$ cat src/rtl/uart_pkg.sv
// Shared UART definitions: receiver state encoding, data width and the
// default bit timing used by both the transmitter and the receiver.
package uart_pkg;

    localparam int UART_DATA_BITS = 8;

    // Half a bit period in clock cycles; a full bit is twice this.
    localparam int unsigned UART_CLK_PER_HALF_BIT = 5208;

    typedef enum logic [2:0] {
        IDLE,
        START,
        DATA,
        STOP,
        WAIT_HIGH
    } uart_rx_state_t;

endpackage

$ cat src/rtl/sync_2ff.sv
// Two-flop synchroniser for a single asynchronous input, with a selectable
// reset value so idle-high and idle-low lines both come out of reset quietly.
module sync_2ff #(
    parameter logic RESET_VALUE = 1'b1
) (
    input  logic clock,
    input  logic reset,
    input  logic d,
    output logic q
);

    logic meta;

    always_ff @(posedge clock or posedge reset) begin
        if (reset) begin
            meta <= RESET_VALUE;
            q    <= RESET_VALUE;
        end else begin
            meta <= d;
            q    <= meta;
        end
    end

endmodule

$ cat src/rtl/uart_rx.sv
// 8N1 UART receiver: mid-bit sampling from a start-bit edge, held output byte
// with acknowledge handshake, framing-error pulse and sticky overrun flag.
module uart_rx
    import uart_pkg::*;
#(
    parameter int unsigned CLK_PER_HALF_BIT = UART_CLK_PER_HALF_BIT
) (
    input  logic                      clock,
    input  logic                      reset,
    input  logic                      rxd,
    input  logic                      rx_ack,
    output logic [UART_DATA_BITS-1:0] rdata,
    output logic                      rx_valid,
    output logic                      ferr,
    output logic                      overrun,
    output logic                      rx_busy
);

    localparam int IDX_W = $clog2(UART_DATA_BITS);
    localparam logic [31:0] HALF_END = 32'(CLK_PER_HALF_BIT - 1);
    localparam logic [31:0] FULL_END = 32'(2 * CLK_PER_HALF_BIT - 1);

    uart_rx_state_t            state;
    uart_rx_state_t            state_next;
    logic                      rxd_s;
    logic                      rxd_d;
    logic                      fall;
    logic [31:0]               counter;
    logic [IDX_W-1:0]          bit_idx;
    logic [UART_DATA_BITS-1:0] shreg;
    logic                      counter_clear;
    logic                      shift_en;
    logic                      stop_good;
    logic                      stop_bad;

    sync_2ff #(
        .RESET_VALUE(1'b1)
    ) u_rxd_sync (
        .clock(clock),
        .reset(reset),
        .d    (rxd),
        .q    (rxd_s)
    );

    assign fall = rxd_d & ~rxd_s;

    always_ff @(posedge clock or posedge reset) begin
        if (reset) begin
            state <= IDLE;
        end else begin
            state <= state_next;
        end
    end

    always_comb begin
        state_next    = state;
        counter_clear = 1'b0;
        shift_en      = 1'b0;
        stop_good     = 1'b0;
        stop_bad      = 1'b0;
        case (state)
            IDLE: begin
                counter_clear = 1'b1;
                if (fall) begin
                    state_next = START;
                end
            end
            START: begin
                // A start bit that is high again at its midpoint was a glitch.
                if (counter == HALF_END) begin
                    counter_clear = 1'b1;
                    state_next    = rxd_s ? IDLE : DATA;
                end
            end
            DATA: begin
                if (counter == FULL_END) begin
                    counter_clear = 1'b1;
                    shift_en      = 1'b1;
                    if (bit_idx == IDX_W'(UART_DATA_BITS - 1)) begin
                        state_next = STOP;
                    end
                end
            end
            STOP: begin
                // Leaving at mid stop bit lets a back-to-back start edge be seen.
                if (counter == FULL_END) begin
                    counter_clear = 1'b1;
                    stop_good     = rxd_s;
                    stop_bad      = ~rxd_s;
                    state_next    = rxd_s ? IDLE : WAIT_HIGH;
                end
            end
            WAIT_HIGH: begin
                counter_clear = 1'b1;
                if (rxd_s) begin
                    state_next = IDLE;
                end
            end
            default: begin
                counter_clear = 1'b1;
                state_next    = IDLE;
            end
        endcase
    end

    always_ff @(posedge clock or posedge reset) begin
        if (reset) begin
            rxd_d    <= 1'b1;
            counter  <= '0;
            bit_idx  <= '0;
            shreg    <= '0;
            rdata    <= '0;
            rx_valid <= 1'b0;
            ferr     <= 1'b0;
            overrun  <= 1'b0;
            rx_busy  <= 1'b0;
        end else begin
            rxd_d   <= rxd_s;
            counter <= counter_clear ? '0 : counter + 32'd1;
            rx_busy <= (state_next != IDLE);
            ferr    <= stop_bad;

            if (state == START) begin
                bit_idx <= '0;
            end else if (shift_en) begin
                bit_idx <= bit_idx + IDX_W'(1);
            end

            if (shift_en) begin
                shreg <= {rxd_s, shreg[UART_DATA_BITS-1:1]};
            end

            // An acknowledge in the same cycle frees the holding register.
            if (stop_good && (!rx_valid || rx_ack)) begin
                rdata    <= shreg;
                rx_valid <= 1'b1;
            end else begin
                if (stop_good) begin
                    overrun <= 1'b1;
                end
                if (rx_valid && rx_ack) begin
                    rx_valid <= 1'b0;
                end
            end
        end
    end

endmodule

$ cat config.mk
export PLATFORM = sky130hd
export DESIGN_NAME = uart_rx
export DESIGN_NICKNAME = d
export VERILOG_FILES = /design/src/rtl/uart_pkg.sv /design/src/rtl/sync_2ff.sv /design/src/rtl/uart_rx.sv
export SDC_FILE = /design/constraint.sdc
export NUM_CORES = 1
export LEC_CHECK = 0
export ABC_CLOCK_PERIOD_IN_PS = 3000
export CAP_MARGIN = 20
export CORE_ASPECT_RATIO = 1.5
export CORE_MARGIN = 4
export CORE_UTILIZATION = 59
export CTS_CLUSTER_SIZE = 10
export DETAILED_ROUTE_END_ITERATION = 10
export PLACE_DENSITY_LB_ADDON = 0.3
export SYNTH_ARGS = -nofsm -noshare
export SYNTH_HDL_FRONTEND = slang
export SYNTH_SLANG_ARGS = --single-unit
$ cat constraint.sdc
create_clock -name clock -period 3 [get_ports clock]
set_input_delay 0.75 -clock clock [delete_from_list [all_inputs] [get_ports clock]]
set_output_delay 0.75 -clock clock [all_outputs]
set_load 0.02 [all_outputs]
== After elaboration in Yosys (flattened, before gate mapping) ==
Cells that the tools add are included.

* Mux-type cells: 22
* Reductions and logical operators: 10
* Bitwise logic cells: 3
* Equality and inequality tests: 7
* $add $sub $neg: 2

{| class="wikitable"
|+ Operator list
! kind !! number
|-
| adder 32 x 1 -> 32 bit (second input constant) || 1
|-
| equality test 32 x 13 -> 1 bit (second input constant) || 1
|-
| equality test 32 x 14 -> 1 bit (second input constant) || 1
|-
| 2-to-1 mux 32 bit || 1
|-
| 2-to-1 mux 3 bit || 9
|-
| case mux 3 bit (5 select lines) || 1
|-
| 2-to-1 mux 1 bit || 9
|-
| equality test 3 x 2 -> 1 bit (second input constant) || 2
|-
| equality test 3 bit (second input constant) || 2
|-
| nonzero test 2 bit || 2
|-
| adder 3 x 1 -> 3 bit (second input constant) || 1
|-
| equality test 3 x 1 -> 1 bit (second input constant) || 1
|-
| logical NOT 3 bit || 1
|-
| nonzero test 3 bit || 1
|-
| logical AND 1 bit || 2
|-
| 2-to-1 mux 2 bit || 1
|-
| NOT 1 bit || 2
|-
| case mux 1 bit (2 select lines) || 1
|-
| AND reduction 2 bit || 1
|-
| OR reduction 2 bit || 1
|-
| bitwise AND 1 bit || 1
|-
| logical NOT 1 bit || 1
|-
| logical OR 1 bit || 1
|}

* Bits in registers: 61
* Word-level logic and storage cells: 56
* Input bits: 4
* Output and inout bits: 12

== Longest topological paths before layout ==
Gate-level depths: netlist of the first run.

* Depth after elaboration: 6
* Gate-level depth with buffers: 7
* Gate-level depth less buffers: 6

== By module ==
Synthesis of the first run repeated with hierarchy kept, for this count alone.

* Cell total of the unflattened synthesis: 267
* Area, all modules: 2980.4 µm²

{| class="wikitable"
|+ Modules (own cells, without submodules)
! module !! cells each !! instances !! area an instance (µm²)
|-
| uart_rx || 264 || 1 || 2924.1
|-
| sync_2ff || 3 || 1 || 56.3
|}

== Least setup slack after synthesis of the first run ==
No wires, ideal clock.

* Path kind: register to register
* From: register counter[0]
* To: register shreg[0]
* Setup slack: 876 ps
* Buffers on the path: 1
* Required time: 2875 ps
* Arrival time: 1999 ps
* Stages on the path, launching flop included: 7
* Clock period less this slack: 2124 ps
* Cell sequence: dfrtp_1 ha_1 nor4b_2 nand4_2 or4_4 buf_6 mux2_4

* Cells in the longest elaborated chain, start to end: 3

{| class="wikitable"
|+ RTL lines
! item !! RTL line !! text
|-
| start: declaration || uart_rx.sv:28 || <nowiki>logic [31:0] counter;</nowiki>
|-
| start signal: assignment || uart_rx.sv:119 || <nowiki>counter <= counter_clear ? '0 : counter + 32'd1;</nowiki>
|-
| equality test 32 x 14 -> 1 bit || uart_rx.sv:76 || <nowiki>if (counter == FULL_END) begin</nowiki>
|-
| 2-to-1 mux 1 bit || uart_rx.sv:76 ||
|-
| 2-to-1 mux 1 bit || uart_rx.sv:61 || <nowiki>case (state)</nowiki>
|-
| end signal: assignment || uart_rx.sv:130 || <nowiki>shreg <= {rxd_s, shreg[UART_DATA_BITS-1:1]};</nowiki>
|-
| end: declaration || uart_rx.sv:30 || <nowiki>logic [UART_DATA_BITS-1:0] shreg;</nowiki>
|}

Every way passes these cells.
A chain may end at the register's enable or synchronous reset.

== Worst setup path in the final report of the first run ==
* From: register counter[0]
* To: register rdata[0]

* Cells in the longest elaborated chain, start to end: 4

{| class="wikitable"
|+ RTL lines
! item !! RTL line !! text
|-
| equality test 32 x 14 -> 1 bit || uart_rx.sv:86 || <nowiki>if (counter == FULL_END) begin</nowiki>
|-
| 2-to-1 mux 1 bit || uart_rx.sv:86 ||
|-
| 2-to-1 mux 1 bit || uart_rx.sv:61 ||
|-
| logical AND 1 bit || uart_rx.sv:134 || <nowiki>if (stop_good && (!rx_valid || rx_ack)) begin</nowiki>
|-
| end signal: assignment || uart_rx.sv:135 || <nowiki>rdata <= shreg;</nowiki>
|-
| end: declaration || uart_rx.sv:12 || <nowiki>output logic [UART_DATA_BITS-1:0] rdata,</nowiki>
|}

Every way passes these cells.

==> flow_metrics.tcl, run 1 <==
set metrics [dict create \
    status "finished, final reports clean" \
    numPortBuffers 15 \
    slowest_stage "mux2_2" \
    layout-drive-gt1-share_pct 15.5 \
    post_cts_buffers 0 \
    critPathKind "flop to flop" \
    yosys-top-cells-area "dfrtp_1, xor2_1, nor2_1" \
    worst_pin_slew_ns 0.579 \
    vias 2050 \
    skew_ns 0.00320 \
    setup_viol 0 \
    end_kind "flop" \
    ctsResizeCount 0 \
    total_power_w 0.00170 \
    slew_headroom_pct 61.1 \
    die_w_um 65.5 \
    drt_wl_total_um 5250 \
    fin_crit_ns 2.40 \
    gp_congestion 0.832 \
    yosysWarnings 0 \
    clkLatencyLatePin_ns 0.34 \
    synth.top_cell.area_share_pct 49.6 \
    cts_tree "built" \
    via_per_inst 5.74 \
    antenna_found_initial 0 \
    hold_class "flop to flop" \
    maxSlewViolCount 0 \
    finalCritPeriodShare_pct 79.9 \
    critPathMaxFanout 8 \
    powerDensity_mw_per_mm2 515 \
    synth.most_common_cell "dfrtp_1" \
    grt_pass1_wl_um 9350 \
    row_count 31 \
    h-tree-depth 3 \
    startpoint_type "flop" \
    post_drt_wl_per_cell_um 14.7 \
    ant_nets 0 \
    clkTransAtPathRegs_ns 0.06 \
    grt_max_degree 35 \
    drt_iter0_markers 103 \
    syn_nets 270 \
    critical_path.top_delay_family "simple AND/OR/NAND/NOR gates" \
    ctsRootBufferMaster "clkbuf_8" \
    clockBufferDepth 2 \
    ys_seq_area_share_pct 52.3 \
    die_h_um 94.3 \
    synth_cell_type_count 46 \
    grt_pass1_vias 2181 \
    netlist_area_sq_mm 0.00293 \
    cp.arrival_ns 2.63 \
    vdd_drop_max_v 0.000369 \
    synth_edf_count 0 \
    maxCapViolCount 0 \
    synth-async-reset-ratio_pct 100 \
    crit_chain "ha_1 -> nor4b_2 -> nand4_2 -> nor3_1 -> nand4b_1 -> mux2_2" \
    fin_nets 293 \
    areaGrowthSynthToFinish_pct 13.1 \
    syn_area_per_cell_sq_um 11.1 \
    antenna-diode-count 0 \
    fp.coreArea_sq_mm 0.00481 \
    path_buf_inv 0 \
    first_pass_iters 4 \
    critPathRequiredTime_ns 3.23 \
    postCtsHoldBufs 0 \
    rsz0062_at_grt "false" \
    ys.flop_type "dfrtp_1" \
    r2r_slack_ns 0.60 \
    cts.sinks 61 \
    synth_top_cell_by_area "dfrtp_1" \
    track_usage_pct 20.1 \
    p_leak_nw 1.60 \
    start_util_pct 60.9 \
    die-area_sq_mm 0.00618 \
    dp_hpwl_um 3710 \
    grt-ovfl-total 0 \
    ys_top_cells_by_count "dfrtp_1, nor2_1, xor2_1" \
    tns_ns 0 \
    ys_ff_latch 61 \
    drc 0 \
    io_pins 16 \
    fmax_ghz 0.417 \
    hold_viol_final 0 \
    netlist_instances 263 \
    cts_buffers 9 \
    max_stage_delay_ns 0.42 \
]
-- area by class of cell --
class	count	area (sq um)
clock buffer	13	139
clock inverter	3	15.0
timing repair buffer	18	185
multi-input combinational	189	1330
sequential	61	1530
tap	66	82.6
fill	398	1500
inverter	7	26.3
-- placed cells by master, fill, tap and decap left out, types with 8 or more instances in the layout --
master and instances:
clkbuf_8 9, clkdlybuf4s50_1 15, dfrtp_1 58, mux2_2 8, mux2_4 8, nand2_1 16
nand3_1 14, nand4_1 14, nor2_1 44, xnor2_1 9, xor2_1 21
-- worst paths after layout --
check / from / to / cells past startpoint
setup reg to reg: counter[0]$_DFF_PP0_ / rdata[0]$_DFFE_PP0P_ / 6
max in group asynchronous: reset / u_rxd_sync.meta$_DFF_PP1_ / 3
hold reg to reg: u_rxd_sync.meta$_DFF_PP1_ / u_rxd_sync.q$_DFF_PP1_ / 0
min in group asynchronous: reset / shreg[0]$_DFFE_PP0P_ / 2
hold / removal: u_rxd_sync.meta$_DFF_PP1_ / u_rxd_sync.q$_DFF_PP1_ / 0
setup / recovery: counter[0]$_DFF_PP0_ / rdata[0]$_DFFE_PP0P_ / 6
-- where the power goes --
part | internal (W) | switching (W)
clock network | 0.000296 | 0.000290
registers | 0.000871 | 0.0000764
logic | 0.0000829 | 0.0000885
total | 0.00125 | 0.000455
-- kinds of logic after synthesis --
| family | Yosys count | share of synthesized area (%) |
|---|---|---|
| AOI/OAI and AO/OA | 13 | 3.16 |
| xor gates and xnor gates | 30 | 8.97 |
| adders and majority gates | 3 | 1.28 |
| buffers and inverters | 13 | 2.31 |
| DFF | 61 | 52.3 |
| muxes | 18 | 7.86 |
| and+or+nand+nor | 125 | 24.1 |
-- registers in the layout (all words and copies together), names as in the netlist --
name / cells
state: 3
shreg: 8
rx_valid: 1
ferr: 1
u_rxd_sync.meta: 1
u_rxd_sync.q: 1
rx_busy: 1
counter: 32
rdata: 8
overrun: 1
rxd_d: 1
bit_idx: 3
-- worst register-to-register path: stages (launching register included) --
cell	delay (ns)
dfrtp_1	0.41
ha_1	0.27
nor4b_2	0.27
nand4_2	0.22
nor3_1	0.29
nand4b_1	0.41
mux2_2	0.42
-- routing by layer --
| metal | vias up | share of wire (%) | global-route usage, % |
|---|---|---|---|
| met3 | 12 | 3.9 | 5.39 |
| met5 | - | 0 | 0 |
| met2 | 47 | 54 | 34.5 |
| li1 | 969 | - | - |
| met1 | 1022 | 39 | 20.9 |
| met4 | 0 | 2.6 | 13.7 |
-- stage by stage --
step	worst slack [ns]	hold WS (ns)	utilization, %	instances	area [sq um]
4_1_cts	0.577	0.361	68.9	357	3310
6_report	0.602	0.356	68.9	357	3310
2_1_floorplan	0.742	0.345	-	263	2930
5_1_grt	0.337	0.365	68.9	357	3310
3_5_place_dp	0.583	0.353	65.7	341	3160
3_3_place_gp	0.737	0.345	65.7	341	3160
No activity file was read; power rests on OpenSTA's default activity.
==> run 2: changes to the inputs <==
--- a/config.mk
+++ b/config.mk
@@ -5,11 +5,11 @@
 export SDC_FILE = /design/constraint.sdc
 export NUM_CORES = 1
 export LEC_CHECK = 0
-export ABC_CLOCK_PERIOD_IN_PS = 3000
+export ABC_CLOCK_PERIOD_IN_PS = 2000
 export CAP_MARGIN = 20
 export CORE_ASPECT_RATIO = 1.5
 export CORE_MARGIN = 4
-export CORE_UTILIZATION = 59
+export CORE_UTILIZATION = 53
 export CTS_CLUSTER_SIZE = 10
 export DETAILED_ROUTE_END_ITERATION = 10
 export PLACE_DENSITY_LB_ADDON = 0.3
==> constraint.sdc (replaced) <==
create_clock -name clock -period 2 [get_ports clock]
set_input_delay 0.5 -clock clock [delete_from_list [all_inputs] [get_ports clock]]
set_output_delay 0.5 -clock clock [all_outputs]
set_load 0.02 [all_outputs]
==> run 2 against run 1 <==
  * The run now ends with setup timing left
  * Cell area grew 16%
  * Sequential power rose by 47%
  * Register-to-register slack got worse by 0.62 ns
  * First-iteration DRC count up 12%
  * Global-route usage rose by 0.15 points
  * Worst hold slack got worse by 0.0053 ns
  * Die area is 10% higher
  * Sequential share of layout area is 6.5 points lower
  * Maximum frequency up 19%
  * Worst setup slack got worse by 0.62 ns
  * Total power grew 76%
==> flow_metrics.tcl, run 2 (synthesis gave the netlist of run 1 again) <==
set metrics [dict create \
    row_count 32 \
    cp.arrival_ns 2.25 \
    drt_iter0_markers 115 \
    setup_viol 7 \
    vias 2243 \
    drc 0 \
    finalCritPeriodShare_pct 101 \
    startpoint_type "flop" \
    numPortBuffers 15 \
    holdCritStartpoint "u_rxd_sync.meta$_DFF_PP1_" \
    start_util_pct 55.8 \
    cts_buffers 9 \
    die_h_um 99.0 \
    cts_tree "built" \
    place_area_sq_mm 0.00342 \
    cts.sinks 61 \
    hold_viol_final 0 \
    powerDensity_mw_per_mm2 779 \
    grt-ovfl-total 0 \
    antenna-diode-count 0 \
    crit_start "counter[0]$_DFF_PP0_" \
    critPathKind "flop to flop" \
    gp_congestion 0.872 \
    maxSlewViolCount 0 \
    track_usage_pct 20.2 \
    grt_max_degree 33 \
    layout_common_cells "dfrtp_1, nor2_1, buf_4" \
    die_w_um 68.7 \
    slew_headroom_pct 64.5 \
    failed_checks "setup timing" \
    status "finished, violations left" \
    drt_wl_total_um 6700 \
    layout-drive-gt1-share_pct 30.5 \
    ctsRootBufferMaster "clkbuf_8" \
    worst_pin_slew_ns 0.527 \
    grt_pass1_wl_um 10300 \
    clkLatencyLatePin_ns 0.35 \
    largest_register_ffs 32 \
    first_pass_iters 4 \
    top_register "counter" \
    maxCapViolCount 0 \
    via_per_inst 5.62 \
    fmax_ghz 0.495 \
    timing.rr.start "counter[0]$_DFF_PP0_" \
    postLayoutCellArea_sq_mm 0.00385 \
    critPathMaxFanout 8 \
    clockBufferDepth 2 \
    use_met1_pct 22.6 \
    skew_ns 0.00601 \
    ant_nets 0 \
    grt_pass1_vias 2306 \
    fp.coreArea_sq_mm 0.00525 \
    top_usage_layer "met2" \
    grtUsageMet3_pct 5.70 \
    die-area_sq_mm 0.00680 \
    rsz0062_at_grt "true" \
    vdd_drop_max_v 0.000497 \
    h-tree-depth 3 \
    top_regs "counter (32), rdata (8), shreg (8)" \
    areaGrowthSynthToFinish_pct 31.7 \
    clkTransAtPathRegs_ns 0.07 \
    antenna_found_initial 0 \
    grtUsageMet2_pct 34.3 \
    end_kind "flop" \
    critPathRequiredTime_ns 2.23 \
    post_drt_wl_per_cell_um 16.8 \
    final_common_cell "dfrtp_1" \
    fin_ws_ns -0.0215 \
    hold_class "flop to flop" \
    dp_hpwl_um 4150 \
    fin_nets 333 \
    dp.cells 373 \
    stdcell_count 399 \
    p_leak_nw 1.84 \
    io_pins 16 \
    fin_crit_ns 2.02 \
]
==> run 2: cell types whose count changed in the layout (fill, tap and decap cells not counted), moves of 3 or more <==
cell / change
clkbuf_8: +3
nor2_2: +5
buf_4: +33
clkbuf_1: -3
nor2_1: -7
==> run 2: what timing repair did <==
action                                  CTS  global route
cloned                                    0             4
buffers inserted                          0             6
resized for setup                         4            17
pin swaps                                 1             8
endpoints found under the setup margin   48            51
hold buffers                              0             0
==> run 2: report_power, final <==
part	switching, W	internal [W]
Sequential	0.0000806	0.00131
Clock	0.000478	0.000675
Combinational	0.000223	0.000240
==> run 2: final timing paths <==
| kind | end | cells past startpoint | slack (ns) |
|---|---|---|---|
| hold reg to reg | u_rxd_sync.q$_DFF_PP1_ | 0 | 0.35 |
| max in group asynchronous | rdata[5]$_DFFE_PP0P_ | 3 | 0.98 |
| hold / removal | u_rxd_sync.q$_DFF_PP1_ | 0 | 0.35 |
| min in group asynchronous | bit_idx[2]$_DFFE_PP0P_ | 2 | 0.53 |
| setup / recovery | rdata[5]$_DFFE_PP0P_ | 7 | -0.02 |
| setup reg to reg | rdata[5]$_DFFE_PP0P_ | 7 | -0.02 |
==> run 2: layout make-up <==
class | instances | area (sq um)
clock inverter | 3 | 42.5
inverter | 7 | 30.0
timing repair buffer | 57 | 546
sequential | 61 | 1530
multi-input combinational | 190 | 1450
fill | 346 | 1390
clock buffer | 13 | 169
tap | 68 | 85.1
==> run 2: critical path, stage by stage (launching register included) <==
cell      delay [ns]
dfrtp_1         0.39
ha_4            0.16
nor4b_4         0.28
nand4_4         0.17
nor3_2          0.29
nand4b_1        0.14
buf_4           0.19
mux2_2          0.28
==> run 2: per-layer routing <==
metal / up-vias / wire [um]
li1: 1055 / -
met1: 1126 / 2600
met2: 44 / 3700
met3: 18 / 224
met4: 0 / 170
met5: - / 0
==> run 2: through the flow <==
stage	TNS, ns	utilization (%)	setup WS, ns	power (W)	hold slack, ns
floorplan	0	-	0.0691	0.00164	0.345
global placement	0	65.3	0.00157	0.00179	0.346
detailed placement	-0.317	65.3	-0.0355	0.00181	0.349
CTS	-0.183	69.6	-0.0291	0.00297	0.357
global route	-2.39	73.5	-0.0903	0.00314	0.356
finish	-0.0508	73.5	-0.0215	0.00300	0.351
